### config.mk
export PLATFORM = sky130hd
export DESIGN_NAME = cmd_frame_encoder
export DESIGN_NICKNAME = d
export VERILOG_FILES = /design/src/rtl/cmd_link_pkg.sv /design/src/rtl/cmd_pair_fifo.sv /design/src/rtl/cmd_frame_encoder.sv
export SDC_FILE = /design/constraint.sdc
export NUM_CORES = 1
export LEC_CHECK = 0
export ABC_CLOCK_PERIOD_IN_PS = 3300
export CAP_MARGIN = 5
export CORE_MARGIN = 4
export CORE_UTILIZATION = 45
export DETAILED_ROUTE_END_ITERATION = 8
export SETUP_SLACK_MARGIN = 0.5
export SYNTH_ARGS = -nofsm -noshare
export SYNTH_HDL_FRONTEND = slang
export SYNTH_SLANG_ARGS = --single-unit
### constraint.sdc
create_clock -name CLK -period 3.3 [get_ports CLK]
set_clock_uncertainty 0.15 [all_clocks]
set_input_delay 0.66 -clock CLK [delete_from_list [all_inputs] [get_ports CLK]]
set_output_delay 0.66 -clock CLK [all_outputs]
set_load 0.1 [all_outputs]
### src/rtl/cmd_link_pkg.sv
// Shared definitions for the analyzer command byte link (encoder and decoder side).
package cmd_link_pkg;

  localparam logic [7:0] SYNC_BYTE  = 8'hA5;
  localparam logic [7:0] CLRALL     = 8'hFF;
  localparam logic [3:0] SETTRIG    = 4'hE;
  localparam logic [3:0] INITTRIG   = 4'hD;
  localparam logic [3:0] TRIGEN     = 4'hC;
  localparam logic [3:0] TRIGDIS    = 4'hB;
  localparam logic [3:0] TRIGTIME   = 4'hA;
  localparam logic [3:0] SOFTRELOAD = 4'h9;

  typedef enum logic [1:0] {
    ST_IDLE,
    ST_ORDER,
    ST_DATA,
    ST_GAP
  } enc_state_t;

  // A sync byte inside a frame would make the decoder resynchronise mid-frame.
  function automatic logic has_sync(input logic [7:0] order, input logic [7:0] data);
    return (order == SYNC_BYTE) || (data == SYNC_BYTE);
  endfunction

endpackage

### src/rtl/cmd_pair_fifo.sv
// Synchronous FIFO of 16-bit {order, data} command pairs with full/empty/count.
module cmd_pair_fifo #(
  parameter int FIFO_DEPTH = 4
) (
  input  logic                          CLK,
  input  logic                          CLR,
  input  logic                          push,
  input  logic [15:0]                   wdata,
  input  logic                          pop,
  output logic [15:0]                   rdata,
  output logic                          full,
  output logic                          empty,
  output logic [$clog2(FIFO_DEPTH):0]   count
);

  localparam int AW = $clog2(FIFO_DEPTH);
  localparam int CW = AW + 1;
  localparam logic [CW-1:0] DEPTH_C = CW'(FIFO_DEPTH);

  logic [15:0]   mem [FIFO_DEPTH];
  logic [AW-1:0] wr_ptr;
  logic [AW-1:0] rd_ptr;
  logic          do_push;
  logic          do_pop;

  assign full    = (count == DEPTH_C);
  assign empty   = (count == '0);
  assign do_push = push & ~full;
  assign do_pop  = pop & ~empty;
  assign rdata   = mem[rd_ptr];

  always_ff @(posedge CLK) begin
    if (do_push) mem[wr_ptr] <= wdata;
  end

  // Depth is a power of two, so the pointers wrap naturally.
  always_ff @(posedge CLK or negedge CLR) begin
    if (!CLR) begin
      wr_ptr <= '0;
      rd_ptr <= '0;
      count  <= '0;
    end else begin
      if (do_push) wr_ptr <= wr_ptr + 1'b1;
      if (do_pop)  rd_ptr <= rd_ptr + 1'b1;
      case ({do_push, do_pop})
        2'b10:   count <= count + 1'b1;
        2'b01:   count <= count - 1'b1;
        default: count <= count;
      endcase
    end
  end

endmodule

### src/rtl/cmd_frame_encoder.sv
// Command link transmitter: frames buffered (order, data) pairs as order, data, A5 gap.
// Optional build macro CMD_A5_CHECK_EN drops pairs containing the sync byte and pulses cmd_err.
module cmd_frame_encoder
  import cmd_link_pkg::*;
#(
  parameter int FIFO_DEPTH = 4,
  parameter int HOLD       = 1,
  parameter int MIN_GAP    = 1
) (
  input  logic       CLK,
  input  logic       CLR,
  input  logic [7:0] cmd_order,
  input  logic [7:0] cmd_data,
  input  logic       cmd_valid,
  output logic       cmd_ready,
  output logic [7:0] DataOut,
  output logic       busy,
  output logic       frame_done,
  output logic       cmd_err
);

  localparam int CW = $clog2(FIFO_DEPTH) + 1;
  localparam logic [7:0]  HOLD_INIT = 8'(HOLD - 1);
  localparam logic [15:0] GAP_INIT  = 16'(MIN_GAP * HOLD - 1);

  enc_state_t    state, state_n;
  logic [7:0]    dout_n;
  logic [7:0]    data_q, data_n;
  logic [7:0]    hold_cnt, hold_n;
  logic [15:0]   gap_cnt, gap_n;
  logic          push, pop, full, empty, accept;
  logic [15:0]   head;
  logic [CW-1:0] count;

  assign cmd_ready = ~full;
  assign accept    = cmd_valid & cmd_ready;

`ifdef CMD_A5_CHECK_EN
  logic reject;
  assign reject = accept & has_sync(cmd_order, cmd_data);
  assign push   = accept & ~reject;

  always_ff @(posedge CLK or negedge CLR) begin
    if (!CLR) cmd_err <= 1'b0;
    else      cmd_err <= reject;
  end
`else
  assign push    = accept;
  assign cmd_err = 1'b0;
`endif

  cmd_pair_fifo #(.FIFO_DEPTH(FIFO_DEPTH)) u_fifo (
    .CLK   (CLK),
    .CLR   (CLR),
    .push  (push),
    .wdata ({cmd_order, cmd_data}),
    .pop   (pop),
    .rdata (head),
    .full  (full),
    .empty (empty),
    .count (count)
  );

  assign busy       = (count != '0) || (state != ST_IDLE);
  assign frame_done = (state == ST_GAP) && (gap_cnt == '0);

  always_comb begin
    state_n = state;
    dout_n  = DataOut;
    data_n  = data_q;
    hold_n  = hold_cnt;
    gap_n   = gap_cnt;
    pop     = 1'b0;
    case (state)
      ST_IDLE: begin
        if (!empty) begin
          pop     = 1'b1;
          dout_n  = head[15:8];
          data_n  = head[7:0];
          hold_n  = HOLD_INIT;
          state_n = ST_ORDER;
        end
      end
      ST_ORDER: begin
        if (hold_cnt == '0) begin
          dout_n  = data_q;
          hold_n  = HOLD_INIT;
          state_n = ST_DATA;
        end else begin
          hold_n = hold_cnt - 8'd1;
        end
      end
      ST_DATA: begin
        if (hold_cnt == '0) begin
          dout_n  = SYNC_BYTE;
          gap_n   = GAP_INIT;
          state_n = ST_GAP;
        end else begin
          hold_n = hold_cnt - 8'd1;
        end
      end
      ST_GAP: begin
        // Next frame follows the gap back-to-back when one is queued.
        if (gap_cnt == '0) begin
          if (!empty) begin
            pop     = 1'b1;
            dout_n  = head[15:8];
            data_n  = head[7:0];
            hold_n  = HOLD_INIT;
            state_n = ST_ORDER;
          end else begin
            state_n = ST_IDLE;
          end
        end else begin
          gap_n = gap_cnt - 16'd1;
        end
      end
      default: begin
        dout_n  = SYNC_BYTE;
        state_n = ST_IDLE;
      end
    endcase
  end

  always_ff @(posedge CLK or negedge CLR) begin
    if (!CLR) begin
      state    <= ST_IDLE;
      DataOut  <= SYNC_BYTE;
      data_q   <= '0;
      hold_cnt <= '0;
      gap_cnt  <= '0;
    end else begin
      state    <= state_n;
      DataOut  <= dout_n;
      data_q   <= data_n;
      hold_cnt <= hold_n;
      gap_cnt  <= gap_n;
    end
  end

endmodule

==> summary.md <==
| Metric | Value |
|---|---|
| Core box area | `10900 sq um` |
| EDFF count, synth | `64` |
| Area Overhead vs Synth | `22.3%` |
| Syn Nets | `389` |
| Met2 WL | `4800 um` |
| RSZ-0062 raised after global routing | `true` |
| Clk sink count | `113` |
| Synth area leader | `edfxtp_1` |
| Cell internal pwr | `4.30 mW` |
| Largest net degree at the start of global routing | `48` |
| Initial DRC Count | `227` |
| Relative max-transition margin | `0.291` |
| Comb power frac | `0.420` |
| Die area | `13000 sq um` |
| Die height | `114 um` |
| Clock power share | `0.255` |
| Vias per cell | `5.34` |
| Worst path arrival time | `1.97 ns` |
| Drt drc | `0` |
| Design Area, Final | `6160 sq um` |
| Area contributors post-synth | `edfxtp_1, dfrtp_1, mux4_2, ha_1, mux2_2` |
| CTS Buffer Depth | `2` |
| Width of the die | `114 um` |
| Sw Ratio | `0.390` |
| Worst-skew pair later-pin latency | `0.51 ns` |
| CTS tree | `yes` |
| Share of post-route cells with drive strength above 1 | `0.261` |
| Mapped Area | `5040 sq um` |
| CTS Buf Count | `17` |
| Antenna Cells | `0` |
| Startpoint types | `flop` |
| Met3 Wirelength | `326 um` |
| Period utilization | `0.843` |
| Fin crit period | `2.78 ns` |
| Slew @ Worst Pin | `1.06 ns` |
| Origin of the critical flop-to-flop path | `gap_cnt[9]` |
| RR Endpoint | `u_fifo.count[1]` |
| Distinct cells, synth | `52` |
| VDD IR max | `675 uV` |
| Post-synth ARST share | `0.434` |
| Via count | `3002` |
| Run status | `completed` |
| GR Util All Layers | `0.165` |
| Slowest CP cell | `or4_4` |
| Post-DP HPWL | `6190 um` |
| Placed inst area | `5500 sq um` |
| Total global routing overflow | `0` |
| Layout Nets | `441` |
| Leakage power | `2.35 nW` |
| Fmax | `359 MHz` |
| Final slew viol count | `0` |
| Flop2flop setup slack | `0.70 ns` |
| CP Max Fanout | `2` |
| GPL Wtd Cong | `0.766` |
| Cell Chain, Critical Path | `or4_4, nor4_4, buf_6` |
| Top post-synthesis cells by count | `edfxtp_1, dfrtp_1, nor2_1` |
| Syn Inst Count | `357` |
| Fin. Hold Viols | `0` |
| Switch Pwr | `2.75 mW` |
| Fill count | `855` |
| Critical Path End Type | `primary output` |
| Initial Utilization | `0.463` |
| Worst R2R Path Depth | `7` |
| Rows | `38` |
| CP Class | `flop to primary output` |
| Power per cell area | `1140 nW/um^2` |
| Worst-path clk slew | `0.06 ns` |
| Vias in the first global route | `3176` |
| Syn Area/Cell | `14.1 sq um` |
| Maxcap violations | `0` |
| Share of the synthesized area in the top cell type | `0.381` |
| Pre-Repair DR Iteration Count | `4` |
| Top_reg_cell synth | `edfxtp_1` |
| Initial antenna violation count | `0` |
| Wire length per cell | `17.2 um` |
| Root buf cell | `clkbuf_8` |
| Crit path largest cell delay | `0.54 ns` |
| M1 WL | `4400 um` |
| First-pass GRT wire length | `16300 um` |
| Most common cell in the netlist | `edfxtp_1` |
| Post-synthesis sequential area ratio | `0.626` |
| I/O pin count | `31` |
| WL final | `9670 um` |
| Setup violation total in the final timing report | `0` |
| Flops & latches, synth | `113` |
| Seq pwr share | `0.325` |
| Highest routed layer | `met4` |
| Tot Pwr | `7.04 mW` |
| Worst Hold Class | `primary input to asynchronous set/reset pin` |
| Setup TNS | `0 ns` |
| Req. time, crit path | `2.49 ns` |
| Synthesis warning total | `0` |
| Antenna Nets Post-Route | `0` |
| Port Buf Inserts | `29` |
| Max H-tree Level | `4` |
| Final core utilization | `0.566` |
power groups by stage:
| stage | combinational, mW | clock [mW] | sequential, mW |
|---|---|---|---|
| detailed placement | 2.89 | 0 | 2.33 |
| global route | 3.28 | 1.90 | 2.34 |
| CTS | 3.00 | 1.83 | 2.29 |
| finish | 2.96 | 1.80 | 2.29 |
| global placement | 2.84 | 0 | 2.31 |
| floorplan | 1.93 | 0 | 2.58 |
timing repair:
item,in CTS,in global routing
buffers inserted,8,0
pin swaps,5,2
resized for setup,3,3
setup endpoints to repair,1,9
hold buffers,0,0
logic make-up (layout without fill, tap and decap cells):
kind of cell    Yosys count  in the layout  synth area share
buf+inv                  25             90            0.0211
fa+ha+maj                13             13            0.0338
flops                   113            113             0.626
simple gates            108            108             0.122
xor+xnor                 18             18            0.0313
compound gates           50             50            0.0646
mux                      29             29             0.101
other cells               1              1          0.000744
layer usage:
layer,GRT usage,vias up
li1,-,1446
met1,0.223,1486
met2,0.258,53
met3,0.0387,17
met4,0.0673,0
met5,0,-
layout by cell type, fill, tap and decap left out, drive strengths merged, types with 2 or more instances in the layout:
cell,Yosys,routed
clkinvlp,0,2
o31ai,3,3
nand3,2,2
nor3,9,9
or4,5,5
dfrtp,45,45
nand2,24,24
nor2,29,29
mux4,16,16
a31oi,4,4
o2bb2ai,4,4
and2,3,3
xor2,2,2
nor3b,2,2
dfstp,4,4
clkbuf,6,18
o21ai,16,16
bufinv,0,2
a22oi,3,3
ha,12,12
or2,2,2
buf,8,30
edfxtp,64,64
clkinv,0,2
xnor2,16,16
clkdlybuf4s50,0,17
nor4b,5,5
a21oi,12,12
mux2,13,13
inv,11,19
or3,7,7
and3,4,4
nor4,8,8
and4,2,2
a21o,2,2
through the flow:
| step | hold slack, ns | cells | setup WS [ns] |
|---|---|---|---|
| finish | 0.195 | 562 | 0.517 |
| detailed placement | 0.353 | 522 | 0.573 |
| CTS | 0.219 | 562 | 0.491 |
| floorplan | 0.214 | 357 | 0.424 |
| global route | 0.283 | 562 | 0.423 |
| global placement | 0.340 | 522 | 0.659 |
critical path, delay by kind of cell (launching register included):
| family | cells | cell delay [ns] |
|---|---|---|
| AND/OR/NAND/NOR | 2 | 0.82 |
| flip-flops | 1 | 0.38 |
| buffers and inverters | 1 | 0.26 |
flip-flops by register name, summed over array words and instances, names as in the netlist:
register / flops
hold_cnt: 8
u_fifo.wr_ptr: 2
state: 2
u_fifo.rd_ptr: 2
gap_cnt: 16
DataOut: 8
u_fifo.count: 3
data_q: 8
u_fifo.mem: 64
cell type report:
class | instances | area [sq um] | share of cell area
sequential | 113 | 3150 | 0.512
clock buffer | 18 | 418 | 0.0678
timing repair buffer | 47 | 397 | 0.0643
clock inverter | 14 | 168 | 0.0272
tap | 140 | 175 | 0.0284
multi-input combinational | 219 | 1810 | 0.294
inverter | 11 | 41.3 | 0.00670
worst max-delay path by stage:
stage | from | depth (start not counted) | to | slack [ns]
2_1_floorplan | gap_cnt[10] | 2 | frame_done | 0.42
3_3_place_gp | gap_cnt[0] | 8 | u_fifo.count[1] | 0.66
3_5_place_dp | gap_cnt[0] | 8 | u_fifo.count[1] | 0.57
4_1_cts | gap_cnt[13] | 3 | frame_done | 0.49
5_1_grt | gap_cnt[13] | 3 | frame_done | 0.42
6_report | gap_cnt[13] | 3 | frame_done | 0.52
No activity file was read; power rests on OpenSTA's default activity.
==> RTL edit 1, RTL diff (same settings) <==
`data_q` no longer has a reset.
--- a/src/rtl/cmd_frame_encoder.sv
+++ b/src/rtl/cmd_frame_encoder.sv
@@ -126,17 +126,19 @@
     if (!CLR) begin
       state    <= ST_IDLE;
       DataOut  <= SYNC_BYTE;
-      data_q   <= '0;
       hold_cnt <= '0;
       gap_cnt  <= '0;
     end else begin
       state    <= state_n;
       DataOut  <= dout_n;
-      data_q   <= data_n;
       hold_cnt <= hold_n;
       gap_cnt  <= gap_n;
     end
   end
 
+  always_ff @(posedge CLK) begin
+    data_q <= data_n;
+  end
+
 endmodule
 
Formal check against the unedited RTL: same outputs for any inputs over 10 cycles, from zero or initial values; that may be too few to reach the edited logic, so the function may still have changed.
==> RTL edit 1 against the original RTL <==
- utilization barely moved
- combinational power fell by 11%
- sequential cell count did not move
- design area barely moved
- setup slack improved by 0.034 ns
- count of clock-buffer cells in the layout rose by 1
- area after synthesis fell by 0.35%
- first-iteration DRC count fell by 45%
- power fell by 4.7%
- via count fell by 1.6%
- routed wire length fell by 2.8%
==> RTL edit 1: results (changes against the original RTL) <==
Run status
  • Run status: completed

Placed design
  • Dpl hpwl: 6260 µm (+1.0%)
  • Placed Cells: 513 (-1.7%)
  • GP Congestion: 0.748 (-2.4%)
  • Cell Area, Placed: 0.00552 mm² (+0.30%)

GRT
  • Tot GR Track Use: 15.8% (-0.71 points)
  • Vias in the first global route: 3057 (-3.7%)

Finish
  • # clk buffers: 19 (+1)
  • Non-clk invs: 15 (+4)
  • Comb_multi_in: 207 (-5.5%)
  • Fraction of area in multi-input gates: 28.8% (-0.54 points)
  • Clk tree area frac: 9.74% (+0.25 points)
  • Buffers outside the clock class: 41 (-13%)
  • Fill count: 883 (+3.3%)
  • Nets: 427 (-3.2%)
  • Share of cells above drive strength 1: 26.2% (+0.16 points)

Critical path
  • CP max FO: 6 (+4)
  • CP startpoint: gap_cnt[3]
  • Crit-path slowest cell: dfrtp_1
  • R2r setup slk: 0.63 ns (-0.07 ns)
  • Critical path's largest stage delay: 0.45 ns (-0.09 ns)
  • Crit path DAT: 1.94 ns (-0.03 ns)

Logic synthesis
  • Post-synthesis sequential area ratio: 63.6% (+1.0 points)
  • Compound-Gate Fraction of Synth Area: 9.10% (+2.6 points)
  • EDFF count, synth: 72 (+13%)
  • Syn_nets: 378 (-2.8%)
  • Post-Synth Adder-Cell Area: 3.39% (+0.012 points)
  • Synth Area in XOR/XNOR: 2.09% (-1.0 points)
  • Commonest cells post-synth: edfxtp_1 (72), dfrtp_1 (37), nor2_1 (23), o21ai_0 (21), mux4_2 (16)
  • Post-Syn Instances: 346 (-3.1%)
  • Yosys cell types: 57 (+9.6%)
  • Synth top area cells: edfxtp_1 (43%), dfrtp_1 (18%), mux4_2 (7.2%)
  • Post-synthesis mux area share: 9.42% (-0.64 points)
  • Ys async rst share: 36.3% (-7.1 points)

Pwr
  • Power per cell area: 1090 mW/mm² (-4.7%)
  • VDD IR max: 0.856 mV (+27%)
  • Leakage: 2.33 nW (-1.2%)

Drt
  • DRT iter0 DRCs: 125 (-45%)
  • Wirelength per Cell: 17.2 µm (-0.32%)
  • Via count: 2953 (-1.6%)
  • Post-Route WL: 9400 µm (-2.8%)
  • DR pass1 iterations: 5 (+1)

CTS
  • CTS Sinks: 113 (unchanged)

STA
  • Fmax: 0.364 GHz (+1.3%)
==> RTL edit 1: what timing repair did <==
action | 4_1_cts | 5_1_grt
gates resized for setup | 3 | 3
pin swaps | 2 | 2
endpoints found under the setup margin | 2 | 1
buffers inserted | 1 | 2
endpoints found under the hold margin | 0 | 0
==> RTL edit 1: where the power goes <==
group | switching, mW | total, mW | internal [mW]
combinational | 1.59 | 2.62 | 1.03
sequential | 0.272 | 2.26 | 1.99
clock | 0.641 | 1.83 | 1.19
total | 2.50 | 6.71 | 4.21
==> RTL edit 1: worst min-delay path by stage <==
stage                           from     endpoint  slack (ns)  depth (start not counted)
after floorplan                  CLR   DataOut[1]        0.21                          0
after global placement    gap_cnt[1]   gap_cnt[1]        0.36                          2
after detailed placement  gap_cnt[1]   gap_cnt[1]        0.37                          2
after CTS                        CLR   DataOut[4]        0.17                          1
after global routing             CLR  hold_cnt[7]        0.23                          1
final                            CLR  hold_cnt[0]        0.14                          1
==> RTL edit 1: logic make-up after synthesis <==
family | after synthesis
AND/OR/NAND/NOR | 89
multiplexers | 26
other | 1
adder cells (fa/ha/maj) | 13
flip-flops | 113
AO/OA/AOI/OAI | 66
XOR/XNOR | 12
buffers and inverters | 26
==> RTL edit 1: worst max-delay path: cells and delay by family (launching register included) <==
family,cells,cell delay [ns]
and+or+nand+nor,3,0.77
DFF,1,0.45
buffers and inverters,1,0.19
==> RTL edit 1: per-layer routing <==
metal / vias to the layer above / track usage (%) / routed length (µm)
li1: 1418 / - / -
met1: 1476 / 19.5 / 4250
met2: 44 / 25.9 / 4660
met3: 15 / 5.15 / 338
met4: 0 / 6.01 / 153
met5: - / 0 / 0
==> RTL edit 2, RTL diff (config.mk and constraints unchanged) <==
Without the edit above. Add a define of `CMD_A5_CHECK_EN`.
--- a/src/rtl/cmd_frame_encoder.sv
+++ b/src/rtl/cmd_frame_encoder.sv
@@ -1,5 +1,7 @@
 // Command link transmitter: frames buffered (order, data) pairs as order, data, A5 gap.
 // Optional build macro CMD_A5_CHECK_EN drops pairs containing the sync byte and pulses cmd_err.
+`define CMD_A5_CHECK_EN
+
 module cmd_frame_encoder
   import cmd_link_pkg::*;
 #(
Behaviour: not the same (a bounded check fails within 4 cycles, from zero or initial values).
==> RTL edit 2 against the original RTL <==
- design area increased by 1.3%
- first-iteration DRC count decreased by 4.8%
- largest power group unchanged
- highest routed layer unchanged
- routed wire length rose by 1.9%
- cell count increased by 0.89%
- area after synthesis is 1.8% higher
- setup slack improved by 0.081 ns
- sequential cell count rose by 1
- worst hold slack improved by 0.018 ns
- power decreased by 2.2%
- fmax grew 3.0%
- synthesized cell count is 3.4% higher
==> RTL edit 2: results (changes against the original RTL) <==
Run status
  • Run status: completed

Drt
  • DR vias/cell: 5.48 (+2.5%)
  • Post-Route WL: 9860 µm (+1.9%)

CTS
  • Clock Latency Late Sink: 0.40 ns (-0.11 ns)
  • CTS root buf: clkbuf_16

Placed design
  • Placed Cells: 533 (+2.1%)
  • Cell Area, Placed: 0.00558 mm² (+1.4%)

Finish
  • NonClk Buf Share: 5.89% (-0.54 points)
  • Fraction of area in multi-input gates: 30.3% (+0.96 points)
  • Nets: 448 (+1.6%)
  • Layout area overhead: 21.8%
  • Share of cells above drive strength 1: 24.1% (-1.9 points)
  • Fill count: 881 (+3.0%)
  • Non-clk invs: 15 (+4)
  • Buffers outside the clock class: 42 (-11%)
  • Comb_multi_in: 225 (+2.7%)

Critical path
  • R2r endpoint: u_fifo.count[2]
  • CP max FO: 5 (+3)
  • Crit path DAT: 2.88 ns (+0.91 ns)
  • Crit-path slowest cell: clkdlybuf4s50_1
  • CP startpoint: cmd_data[2]

Logic synthesis
  • Syn_nets: 402 (+3.3%)
  • Commonest cells post-synth: edfxtp_1 (64), dfrtp_1 (46), nor2_1 (28), a21oi_1 (23), nand2_1 (21)

Pwr
  • VDD IR max: 0.571 mV (-15%)
  • Leakage: 2.43 nW (+3.1%)
  • Comb power frac: 40.5% (-1.5 points)

GRT
  • Tot GR Track Use: 16.3% (-0.24 points)
  • Largest net degree at the start of global routing: 51 (+6.3%)

Floorplan
  • Core ar.: 0.0110 mm² (+0.87%)
-- RTL edit 2: cell count changes after synthesis, moves of 5 or more --
cell | before | now
xor2_1 | 2 | 11
a21oi_1 | 12 | 23
nor2b_1 | 1 | 6
nand4_1 | 1 | 6
xnor2_1 | 16 | 3
-- RTL edit 2: how the worst min path moves through the flow --
stage                        endpoint       from  depth (start not counted)  slack [ns]
after global placement      data_q[1]  data_q[1]                          1        0.34
after global routing      gap_cnt[14]        CLR                          2        0.28
after CTS                 gap_cnt[14]        CLR                          2        0.24
after floorplan            DataOut[1]        CLR                          0        0.21
after detailed placement    data_q[1]  data_q[1]                          1        0.34
final                     gap_cnt[14]        CLR                          2        0.21
-- RTL edit 2: what timing repair did --
action / CTS / global route
endpoints found under the setup margin: 2 / 50
buffers inserted: 0 / 3
pin swaps: 0 / 3
cloned: 0 / 0
gates resized for setup: 3 / 10
hold endpoints to repair: 0 / 0
-- RTL edit 2: critical path, delay by kind of cell --
family / cells / cell delay (ns)
AND/OR/NAND/NOR: 5 / 0.76
buffers and inverters: 3 / 0.65
adder cells (fa/ha/maj): 2 / 0.53
XOR/XNOR: 2 / 0.29
-- RTL edit 2: layer usage --
layer,track usage [%],part of all wire (%),vias up
met3,4.79,4.4,16
li1,-,-,1476
met5,0,0,-
met2,25.7,49,59
met4,6.18,1.8,0
met1,21.4,45,1554
-- RTL edit 2: cells by family after synthesis --
group / count (synthesis) / share of synthesized area (%)
AOI/OAI and AO/OA: 60 / 7.51
and+or+nand+nor: 106 / 11.6
buffers and inverters: 30 / 2.63
DFF: 114 / 62.0
adders and majority gates: 14 / 3.56
muxes: 31 / 10.3
xor gates and xnor gates: 14 / 2.39
